### src/rtl/alarm_pkg.sv
// Shared types and constants for the alarm clock sequencing controller.
package alarm_pkg;

    typedef enum logic [2:0] {
        SHOW_TIME,
        KEY_ENTRY,
        KEY_STORED,
        KEY_WAITED,
        SHOW_ALARM,
        SET_ALARM_TIME,
        SET_CURRENT_TIME
    } state_t;

    // Keypad code meaning "no key pressed"; 11..15 behave the same way.
    localparam logic [3:0] NOKEY = 4'd10;

    // True only for the decimal digit codes 0..9.
    function automatic logic key_is_digit(input logic [3:0] k);
        return (k <= 4'd9);
    endfunction

endpackage

### src/rtl/alarm_fsm_ctrl_if.sv
// Keypad/button inputs and register-control commands of the alarm controller.
interface alarm_fsm_ctrl_if;
    logic       one_second;
    logic [3:0] key;
    logic       alarm_button;
    logic       time_button;
    logic       reset_count;
    logic       load_new_c;
    logic       load_new_a;
    logic       show_a;
    logic       show_new_time;
    logic       shift;

    // Environment side: drives keypad, buttons and the seconds pulse.
    modport master (
        output one_second, key, alarm_button, time_button,
        input  reset_count, load_new_c, load_new_a, show_a, show_new_time, shift
    );

    // Controller side: consumes inputs, issues commands.
    modport slave (
        input  one_second, key, alarm_button, time_button,
        output reset_count, load_new_c, load_new_a, show_a, show_new_time, shift
    );
endinterface

### src/rtl/alarm_timeout_timer.sv
// Saturating count of one_second pulses used to abandon a stalled key entry.
module alarm_timeout_timer #(
    parameter int TIMEOUT_SEC = 10
) (
    input  logic clock,
    input  logic reset,
    input  logic clear,
    input  logic one_second,
    output logic timeout
);

    localparam int TW = $clog2(TIMEOUT_SEC + 1);
    localparam logic [TW-1:0] LIMIT = TW'(TIMEOUT_SEC);

    logic [TW-1:0] timer_q;
    logic [TW-1:0] timer_d;

    // Clear has priority; otherwise count pulses and hold at the limit.
    always_comb begin
        timer_d = timer_q;
        if (clear) begin
            timer_d = '0;
        end else if (one_second && (timer_q != LIMIT)) begin
            timer_d = timer_q + 1'b1;
        end
    end

    // Counter register.
    always_ff @(posedge clock or posedge reset) begin
        if (reset) begin
            timer_q <= '0;
        end else begin
            timer_q <= timer_d;
        end
    end

    // Evaluated on the registered count, so the exit lags the last pulse by a cycle.
    assign timeout = (timer_q == LIMIT);

endmodule

### src/rtl/alarm_fsm_ctrl.sv
// Alarm clock sequencer: turns keypad/button activity into register commands.
module alarm_fsm_ctrl
    import alarm_pkg::*;
#(
    parameter int TIMEOUT_SEC = 10
) (
    input  logic              clock,
    input  logic              reset,
    alarm_fsm_ctrl_if.slave   bus
);

    state_t state_q;
    state_t state_d;

    logic timeout;
    logic timer_clear;
    logic in_window_q;
    logic in_window_d;

    logic reset_count_cmd;
    logic load_c_cmd;
    logic load_a_cmd;
    logic show_a_cmd;
    logic show_new_cmd;
    logic shift_cmd;

    // State register; reset forces SHOW_TIME without waiting for a clock.
    always_ff @(posedge clock or posedge reset) begin
        if (reset) begin
            state_q <= SHOW_TIME;
        end else begin
            state_q <= state_d;
        end
    end

    // Next-state decode; buttons outrank digits, and digits outrank timeout.
    always_comb begin
        state_d = state_q;
        case (state_q)
            SHOW_TIME: begin
                if (bus.alarm_button)           state_d = SHOW_ALARM;
                else if (key_is_digit(bus.key)) state_d = KEY_STORED;
            end
            KEY_STORED: begin
                state_d = KEY_WAITED;
            end
            KEY_WAITED: begin
                if (!key_is_digit(bus.key))     state_d = KEY_ENTRY;
                else if (timeout)               state_d = SHOW_TIME;
            end
            KEY_ENTRY: begin
                if (bus.alarm_button)           state_d = SET_ALARM_TIME;
                else if (bus.time_button)       state_d = SET_CURRENT_TIME;
                else if (key_is_digit(bus.key)) state_d = KEY_STORED;
                else if (timeout)               state_d = SHOW_TIME;
            end
            SHOW_ALARM: begin
                if (!bus.alarm_button)          state_d = SHOW_TIME;
            end
            SET_ALARM_TIME:   state_d = SHOW_TIME;
            SET_CURRENT_TIME: state_d = SHOW_TIME;
            default:          state_d = SHOW_TIME;
        endcase
    end

    // The timer only runs while staying inside the waiting states; leaving them
    // (including toward KEY_STORED) clears it, so a coincident pulse is dropped.
    always_comb begin
        in_window_q = (state_q == KEY_WAITED) || (state_q == KEY_ENTRY);
        in_window_d = (state_d == KEY_WAITED) || (state_d == KEY_ENTRY);
        timer_clear = !(in_window_q && in_window_d);
    end

    alarm_timeout_timer #(
        .TIMEOUT_SEC (TIMEOUT_SEC)
    ) u_timer (
        .clock      (clock),
        .reset      (reset),
        .clear      (timer_clear),
        .one_second (bus.one_second),
        .timeout    (timeout)
    );

    // Moore output decode from the state register only.
    always_comb begin
        reset_count_cmd = 1'b0;
        load_c_cmd      = 1'b0;
        load_a_cmd      = 1'b0;
        show_a_cmd      = 1'b0;
        show_new_cmd    = 1'b0;
        shift_cmd       = 1'b0;
        case (state_q)
            KEY_STORED: begin
                shift_cmd    = 1'b1;
                show_new_cmd = 1'b1;
            end
            KEY_WAITED:       show_new_cmd = 1'b1;
            KEY_ENTRY:        show_new_cmd = 1'b1;
            SHOW_ALARM:       show_a_cmd   = 1'b1;
            SET_ALARM_TIME:   load_a_cmd   = 1'b1;
            SET_CURRENT_TIME: begin
                load_c_cmd      = 1'b1;
                reset_count_cmd = 1'b1;
            end
            default: ;
        endcase
    end

    assign bus.reset_count   = reset_count_cmd;
    assign bus.load_new_c    = load_c_cmd;
    assign bus.load_new_a    = load_a_cmd;
    assign bus.show_a        = show_a_cmd;
    assign bus.show_new_time = show_new_cmd;
    assign bus.shift         = shift_cmd;

endmodule

### src/flat_wrapper.sv
// flat-port wrapper written by rule: the top's interface ports become plain ports
module alarm_fsm_ctrl_flat import alarm_pkg::*;
#(
    parameter int TIMEOUT_SEC = 10
)
  (clock, reset, bus_one_second, bus_key, bus_alarm_button, bus_time_button, bus_reset_count, bus_load_new_c, bus_load_new_a, bus_show_a, bus_show_new_time, bus_shift);
  alarm_fsm_ctrl_if bus_i ();
  input  logic clock;
  input  logic reset;
  input wire logic [$bits(bus_i.one_second)-1:0] bus_one_second;
  input wire logic [$bits(bus_i.key)-1:0] bus_key;
  input wire logic [$bits(bus_i.alarm_button)-1:0] bus_alarm_button;
  input wire logic [$bits(bus_i.time_button)-1:0] bus_time_button;
  output wire logic [$bits(bus_i.reset_count)-1:0] bus_reset_count;
  output wire logic [$bits(bus_i.load_new_c)-1:0] bus_load_new_c;
  output wire logic [$bits(bus_i.load_new_a)-1:0] bus_load_new_a;
  output wire logic [$bits(bus_i.show_a)-1:0] bus_show_a;
  output wire logic [$bits(bus_i.show_new_time)-1:0] bus_show_new_time;
  output wire logic [$bits(bus_i.shift)-1:0] bus_shift;
  assign bus_i.one_second = bus_one_second;
  assign bus_i.key = bus_key;
  assign bus_i.alarm_button = bus_alarm_button;
  assign bus_i.time_button = bus_time_button;
  assign bus_reset_count = bus_i.reset_count;
  assign bus_load_new_c = bus_i.load_new_c;
  assign bus_load_new_a = bus_i.load_new_a;
  assign bus_show_a = bus_i.show_a;
  assign bus_show_new_time = bus_i.show_new_time;
  assign bus_shift = bus_i.shift;
  alarm_fsm_ctrl #(.TIMEOUT_SEC(TIMEOUT_SEC)) u_core (.clock(clock), .reset(reset), .bus(bus_i));
endmodule
### config.mk
export PLATFORM = sky130hd
export DESIGN_NAME = alarm_fsm_ctrl_flat
export DESIGN_NICKNAME = d
export VERILOG_FILES = /design/src/rtl/alarm_pkg.sv /design/src/rtl/alarm_fsm_ctrl_if.sv /design/src/rtl/alarm_timeout_timer.sv /design/src/rtl/alarm_fsm_ctrl.sv /design/src/flat_wrapper.sv
export SDC_FILE = /design/constraint.sdc
export NUM_CORES = 1
export LEC_CHECK = 0
export CORE_AREA = 4 4 41 43
export CTS_BUF_LIST = sky130_fd_sc_hd__clkbuf_2 sky130_fd_sc_hd__clkbuf_4 sky130_fd_sc_hd__clkbuf_8
export DETAILED_ROUTE_END_ITERATION = 7
export DIE_AREA = 0 0 45 47
export PLACE_DENSITY = 0.66
export SKIP_CTS_REPAIR_TIMING = 1
export SYNTH_ARGS = -nofsm -noshare
export SYNTH_HDL_FRONTEND = slang
export SYNTH_SLANG_ARGS = --single-unit
### constraint.sdc
create_clock -name clock -period 3.2 [get_ports clock]
set_input_delay 0.48 -clock clock [delete_from_list [all_inputs] [get_ports clock]]
set_output_delay 0.48 -clock clock [all_outputs]
set_load 0.02 [all_outputs]
== Word level (Yosys, flattened, before mapping) ==
Cells that the tools add are included.

* Output and inout port bits: 6
* Logic and storage cells: 37
* Register bits after elaboration: 7

* $lt $le $gt $ge: 1
* Equality and inequality tests: 11
* Muxes and demuxes: 16
* Reductions and logical operators: 6
* $add $sub $neg: 1

{| class="wikitable"
|+ Operators with widths
! operator !! number
|-
| two-way mux 3 bit || 8
|-
| case mux 3 bit (5 select lines) || 1
|-
| equality test 3 x 2 -> 1 bit, second input constant || 3
|-
| equality test 3 bit, second input constant || 3
|-
| two-way mux 4 bit || 2
|-
| equality test 3 x 1 -> 1 bit, second input constant || 2
|-
| two-way mux 1 bit || 5
|-
| adder 4 x 1 -> 4 bit, second input constant || 1
|-
| equality test 4 bit, second input constant || 1
|-
| <= comparator 4 bit, second input constant || 1
|-
| inequality test 4 bit, second input constant || 1
|-
| logical NOT 3 bit || 1
|-
| OR reduction 3 bit || 1
|-
| logical AND 1 bit || 2
|-
| logical OR 1 bit || 2
|-
| inequality test 2 bit, second input constant || 1
|}

== Depth between registers and ports, before layout ==
Gate-level depths: netlist (run 1).

* Depth after elaboration: 10
* Depth in mapped cells: 5
* Depth with buffers taken out: 5

== Hierarchy ==
Synthesis (run 1) repeated with hierarchy kept, for this count alone.

* Cell total of the unflattened synthesis: 53
* Area total of the unflattened synthesis: 501.7 µm²

{| class="wikitable"
|+ By module, submodules not included
! module !! area each (µm²) !! cells each !! instances
|-
| alarm_fsm_ctrl || 269.0 || 31 || 1
|-
| alarm_timeout_timer || 232.7 || 22 || 1
|}

== Worst setup path after synthesis (run 1) ==
No wires, ideal clock.

* Path kind: register -> output
* From: register u_core.state_q[2]
* To: output port bus_show_a
* Cell stages (with the launch flop): 3
* Arrival time: 1094 ps
* Buffers on the path: 1
* Setup slack: 1626 ps
* Cell sequence: dfrtp_1 clkbuf_1 nor3b_1

* Word-level cells in the longest chain between the ends: 2

{| class="wikitable"
|+ Ends and longest elaborated chain
! item !! line !! text
|-
| start, declared || alarm_fsm_ctrl.sv:12 || <nowiki>state_t state_q;</nowiki>
|-
| start signal, assigned || alarm_fsm_ctrl.sv:32 || <nowiki>state_q <= state_d;</nowiki>
|-
| equality test 3 bit || alarm_fsm_ctrl.sv:92 || <nowiki>case (state_q)</nowiki>
|-
| two-way mux 1 bit || alarm_fsm_ctrl.sv:92 ||
|-
| end, declared || flat_wrapper.sv:17 || <nowiki>output wire logic [$bits(bus_i.show_a)-1:0] bus_show_a;</nowiki>
|}

Every way passes these cells.

== Worst setup path in the final report (run 1) ==
* From: register u_core.state_q[1]
* To: output port bus_shift

* Word-level cells in the longest chain between the ends: 2

{| class="wikitable"
|+ Ends and longest elaborated chain
! item !! line !! text
|-
| equality test 3 x 2 -> 1 bit || alarm_fsm_ctrl.sv:92 ||
|-
| two-way mux 1 bit || alarm_fsm_ctrl.sv:92 ||
|-
| end, declared || flat_wrapper.sv:19 || <nowiki>output wire logic [$bits(bus_i.shift)-1:0] bus_shift;</nowiki>
|}

Every way passes these cells.

==> results of run 1 <==
## worst max-delay path, stage by stage (launching register included)
cell             delay, ns
dfrtp_1               0.50
inv_1                 0.13
nor3_1                0.21
clkdlybuf4s50_1       0.63
## kinds of logic (layout without fill, tap and decap cells)
kind of cell	after synthesis	in the layout
compound gates	16	16
flops	7	7
simple gates	23	23
buf+inv	7	20
fa+ha+maj	2	2
xor+xnor	2	2
## per-layer routing
layer / GRT usage / vias to the layer above / part of all wire
met1: 0.166 / 216 / 0.47
met2: 0.184 / 13 / 0.46
met4: 0.0175 / 0 / 0
li1: - / 233 / -
met3: 0.0690 / 0 / 0.062
met5: 0 / - / 0
## placed cells by master, fill, tap and decap left out, types with 2 or more instances in the layout
cell | netlist | routed
nor3_1 | 2 | 2
clkdlybuf4s50_1 | 0 | 13
o21a_1 | 2 | 2
clkbuf_4 | 0 | 4
xor2_1 | 2 | 2
nand2_1 | 3 | 3
ha_1 | 2 | 2
nor2b_1 | 3 | 3
nor2_1 | 3 | 3
o21ai_0 | 2 | 2
inv_1 | 3 | 3
a21oi_1 | 4 | 4
nand4_1 | 2 | 2
dfrtp_1 | 7 | 7
a22oi_1 | 2 | 2
and2_1 | 2 | 2
## sequential cells by signal, summed over array words and instances (netlist names)
signal	count
u_core.state_q	3
u_core.u_timer.timer_q	4
## through the flow
| step | area [um^2] | power, mW | hold WS, ns | std cells |
|---|---|---|---|---|
| global route | 668 | 0.483 | 0.470 | 85 |
| CTS | 668 | 0.451 | 0.456 | 85 |
| floorplan | 510 | 0.283 | 0.283 | 57 |
| detailed placement | 638 | 0.358 | 0.581 | 81 |
| global placement | 638 | 0.355 | 0.576 | 81 |
| finish | 668 | 0.446 | 0.456 | 85 |
## area by class of cell
class / instances / area share
Tap cell: 15 / 0.0281
Sequential cell: 7 / 0.262
Clock buffer: 4 / 0.0449
Inverter: 3 / 0.0169
Multi-Input combinational cell: 43 / 0.453
Timing Repair Buffer: 13 / 0.195
## power by group
group	switching [mW]	internal [mW]	total (mW)
registers	0.0456	0.108	0.154
clock network	0.0329	0.0561	0.0890
logic	0.101	0.102	0.203
## path summary, 6_finish.rpt
| kind | endpoint | slack (ns) | cells after the start |
|---|---|---|---|
| setup / recovery | bus_shift | 1.00 | 3 |
| hold / removal | u_core.state_q[2] | 0.46 | 2 |
| setup reg to reg | u_core.u_timer.timer_q[0] | 1.58 | 5 |
| hold reg to reg | u_core.u_timer.timer_q[2] | 0.59 | 2 |
| max in group asynchronous | u_core.u_timer.timer_q[1] | 2.53 | 2 |
| min in group clock | u_core.u_timer.timer_q[2] | 0.59 | 2 |
==> impl_metrics.env, run 1 <==
export IMPL_avgSynthCellArea_um2=8.96
export IMPL_synthAdderAreaFrac=0.0490
export IMPL_fill_cells=136
export IMPL_multi_input_comb_area_um2=303
export IMPL_max_freq_mhz=455
export IMPL_fin_crit_ns=2.20
export IMPL_finalNetCount=82
export IMPL_grt_pass1_vias=409
export IMPL_hpwlAfterDp_um=847
export IMPL_rows=13
export IMPL_drv_slew=0
export IMPL_dieArea_um2=2120
export IMPL_setup_ws_ns=1.00
export IMPL_crit_start="u_core.state_q[1]"
export IMPL_setup_tns_ns=0
export IMPL_root_buffer="clkbuf_4"
export IMPL_max_slew_worst_pin_slew_ns=0.351
export IMPL_syn_instance_count=57
export IMPL_synthTopCellsByArea="dfrtp_1, ha_1, a21oi_1"
export IMPL_vias=462
export IMPL_cts_made_buffers=3
export IMPL_synth_ff_type="dfrtp_1"
export IMPL_cp_start_kind="flip-flop"
export IMPL_crit_arrival_ns=1.72
export IMPL_cp_required_ns=2.72
export IMPL_syn_num_nets=68
export IMPL_antenna_found_initial=0
export IMPL_cellPowerDensity_nw_per_um2=667
export IMPL_hp_class="primary input to asynchronous set/reset pin"
export IMPL_wl_per_cell_um=13.0
export IMPL_drt_iter0_drc=10
export IMPL_max_clock_path_buffers=2
export IMPL_yosysWarnings=0
export IMPL_drt_pass1_iterations=2
export IMPL_dieHeight_um=47
export IMPL_synth_edff_count=0
export IMPL_yosysSeqAreaShare=0.343
export IMPL_postRouteAntennaNets=0
export IMPL_relSlewSlack=0.764
export IMPL_gp_congestion=0.763
export IMPL_synth_top_cell_area_share=0.343
export IMPL_diodes=0
export IMPL_cts_tree="done"
export IMPL_final_core_util=0.513
export IMPL_synth_top_family_by_area="simple AND/OR/NAND/NOR gates"
export IMPL_portBuffers=13
export IMPL_synth_compound_area_frac=0.230
export IMPL_die_w_um=45
export IMPL_worst_r2r_startpoint="u_core.u_timer.timer_q[0]"
export IMPL_critPathCaptureType="output pin"
export IMPL_yosys_area_top_type="dfrtp_1"
export IMPL_skew_ns=0.00262
export IMPL_vdd_drop_max_v=0.000369
export IMPL_ioPinCount=15
export IMPL_synthTopCellsByCount="dfrtp_1, a21oi_1"
export IMPL_hold_viol=0
export IMPL_yosysMostFrequentCell="dfrtp_1"
export IMPL_cts_sinks=7
export IMPL_timing_final_crit_share=0.687
export IMPL_drc=0
export IMPL_seq_area_um2=175
export IMPL_synth_simple_gate_area_frac=0.279
export IMPL_drv_cap=0
export IMPL_path_class="flip-flop to output pin"
export IMPL_synth_distinct_cells=32
export IMPL_vias_per_cell=5.44
export IMPL_setup_viol=0
export IMPL_grt_overflow=0
export IMPL_clk_pin_slew_ns=0.05
export IMPL_cts_htree_levels=1
export IMPL_yosys_area_share_xor_xnor=0.0343
export IMPL_routed_wl_mm=1.10
export IMPL_post_place_ws_ns=1.28
export IMPL_outcome="completed"
export IMPL_ys_seq_elements=7
export IMPL_synth_area_mux_share=0
export IMPL_drive_gt1_frac=0.129
export IMPL_groute_usage_overall=0.125
export IMPL_critPathMaxFanout=9
export IMPL_start_util=0.392
export IMPL_syn_cell_area_um2=510
export IMPL_grt_max_degree=11
export IMPL_synth_async_sr_flop_share=1.00
export IMPL_insertion_delay_ns=0.25
export IMPL_core_um2=1300
export IMPL_area_delta_synth_final_pct=30.9
export IMPL_leakage_nw=0.298
export IMPL_grt_pass1_wl_mm=1.84
export IMPL_rsz0062_at_grt="no"
Power figures use the tool's default switching activity.
==> run 2, diff against run 1 <==
==> constraint.sdc (replaced) <==
create_clock -name clock -period 2.2 [get_ports clock]
set_input_delay 0.33 -clock clock [delete_from_list [all_inputs] [get_ports clock]]
set_output_delay 0.33 -clock clock [all_outputs]
set_load 0.02 [all_outputs]
==> run 2 against run 1 <==
Cell area did not move; largest power group unchanged; register-to-register slack got worse by 0.98 ns; critical path depth is the same; clock power up 48%; via count increased by 4.3%; clock skew decreased by 0.0010 ns; critical endpoint unchanged.
==> impl_metrics.env, run 2 (synthesis results as in run 1) <==
export IMPL_routed_wl_mm=1.16
export IMPL_mostFrequentLayoutCell="clkdlybuf4s50_1"
export IMPL_hpwlAfterDp_um=869
export IMPL_fin_cells=85
export IMPL_die_w_um=45
export IMPL_finalNetCount=82
export IMPL_leakage_nw=0.298
export IMPL_cts_htree_levels=1
export IMPL_cp_start_kind="flip-flop"
export IMPL_cp_required_ns=1.87
export IMPL_p_sw_frac=0.405
export IMPL_postRouteAntennaNets=0
export IMPL_met2_usage=0.201
export IMPL_skew_ns=0.00161
export IMPL_final_cell_mix="clkdlybuf4s50_1, dfrtp_1, a21oi_1, clkbuf_4"
export IMPL_hp_class="primary input to asynchronous set/reset pin"
export IMPL_internal_power_uw=387
export IMPL_max_freq_mhz=490
export IMPL_antenna_found_initial=0
export IMPL_final_core_util=0.513
export IMPL_p_switching_uw=263
export IMPL_diodes=0
export IMPL_met1_usage=0.137
export IMPL_drc=0
export IMPL_groute_usage_overall=0.127
export IMPL_wl_per_cell_um=13.6
export IMPL_vdd_drop_max_v=0.000474
export IMPL_dieHeight_um=47
export IMPL_cts_tree="done"
export IMPL_seqPwrFrac=0.341
export IMPL_top_usage_layer="met2"
export IMPL_gp_congestion=0.764
export IMPL_crit_arrival_ns=1.71
export IMPL_hold_viol=0
export IMPL_setup_ws_ns=0.158
export IMPL_root_buffer="clkbuf_4"
export IMPL_rows=13
export IMPL_start_util=0.392
export IMPL_postPlaceCellArea_um2=638
export IMPL_dieArea_um2=2120
export IMPL_top_regs="u_core.u_timer.timer_q (4), u_core.state_q (3)"
export IMPL_largest_reg_flops=4
export IMPL_vias_per_cell=5.67
export IMPL_drive_gt1_frac=0.129
export IMPL_max_slew_worst_pin_slew_ns=0.412
export IMPL_drt_pass1_iterations=4
export IMPL_drt_iter0_drc=3
export IMPL_cts_sinks=7
export IMPL_insertion_delay_ns=0.25
export IMPL_dp_cells=81
export IMPL_post_place_ws_ns=0.437
export IMPL_met3_usage=0.0766
export IMPL_whs_ns=0.300
export IMPL_pwr_share_comb=0.456
export IMPL_cts_made_buffers=3
export IMPL_power_share_clock=0.203
export IMPL_outcome="completed"
export IMPL_rsz0062_at_grt="no"
export IMPL_relSlewSlack=0.723
export IMPL_portBuffers=13
export IMPL_fin_crit_ns=2.04
export IMPL_grt_pass1_wl_mm=1.87
export IMPL_critPathMaxFanout=9
export IMPL_critPathCaptureType="output pin"
export IMPL_grt_pass1_vias=449
export IMPL_vias=482
export IMPL_ioPinCount=15
export IMPL_top_register="u_core.u_timer.timer_q"
export IMPL_setup_viol=0
export IMPL_setup_tns_ns=0
export IMPL_core_um2=1300
export IMPL_max_clock_path_buffers=2
export IMPL_fin_area_um2=668
export IMPL_cellPowerDensity_nw_per_um2=974
export IMPL_path_class="flip-flop to output pin"
export IMPL_drv_slew=0
export IMPL_grt_overflow=0
export IMPL_fin_total_pwr_uw=651
export IMPL_area_delta_synth_final_pct=30.9
export IMPL_timing_final_crit_share=0.928
export IMPL_grt_max_degree=11
export IMPL_drv_cap=0
export IMPL_clk_pin_slew_ns=0.05
## run 2: cell counts in the layout (fill, tap and decap cells not counted)
Identical to the previous run, type by type.
## run 2: layout make-up
class | instances | area, um^2
repair buffers | 13 | 130
inverters | 3 | 11.3
well taps | 15 | 18.8
fillers | 137 | 633
clock buffers | 4 | 30.0
multi-input cells | 43 | 303
flip-flops and latches | 7 | 175
## run 2: worst max-delay path, stage by stage (launching register included)
cell	delay [ns]
dfrtp_1	0.49
inv_1	0.13
nor3_1	0.20
clkdlybuf4s50_1	0.63
## run 2: metal layers
layer / wire, um / share of wire / up-vias
li1: - / - / 235
met1: 505 / 0.44 / 232
met2: 553 / 0.48 / 10
met3: 82 / 0.071 / 5
met4: 14 / 0.012 / 0
met5: 0 / 0 / -
## run 2: power by group through the flow
stage	Combinational [mW]	Clock (mW)	Sequential [mW]
3_5_place_dp	0.298	0	0.223
3_3_place_gp	0.293	0	0.223
6_report	0.297	0.132	0.222
5_1_grt	0.323	0.154	0.230
4_1_cts	0.299	0.138	0.222
2_1_floorplan	0.245	0	0.167
## run 2: path summary, 6_finish.rpt
kind	start	endpoint	slack [ns]	cells past startpoint
setup / recovery	u_core.state_q[1]	bus_shift	0.16	3
hold reg to reg	u_core.u_timer.timer_q[2]	u_core.u_timer.timer_q[2]	0.60	2
max in group asynchronous	reset	u_core.u_timer.timer_q[1]	1.69	2
setup reg to reg	u_core.u_timer.timer_q[0]	u_core.u_timer.timer_q[0]	0.60	5
hold / removal	reset	u_core.state_q[2]	0.30	2
min in group clock	u_core.u_timer.timer_q[2]	u_core.u_timer.timer_q[2]	0.60	2
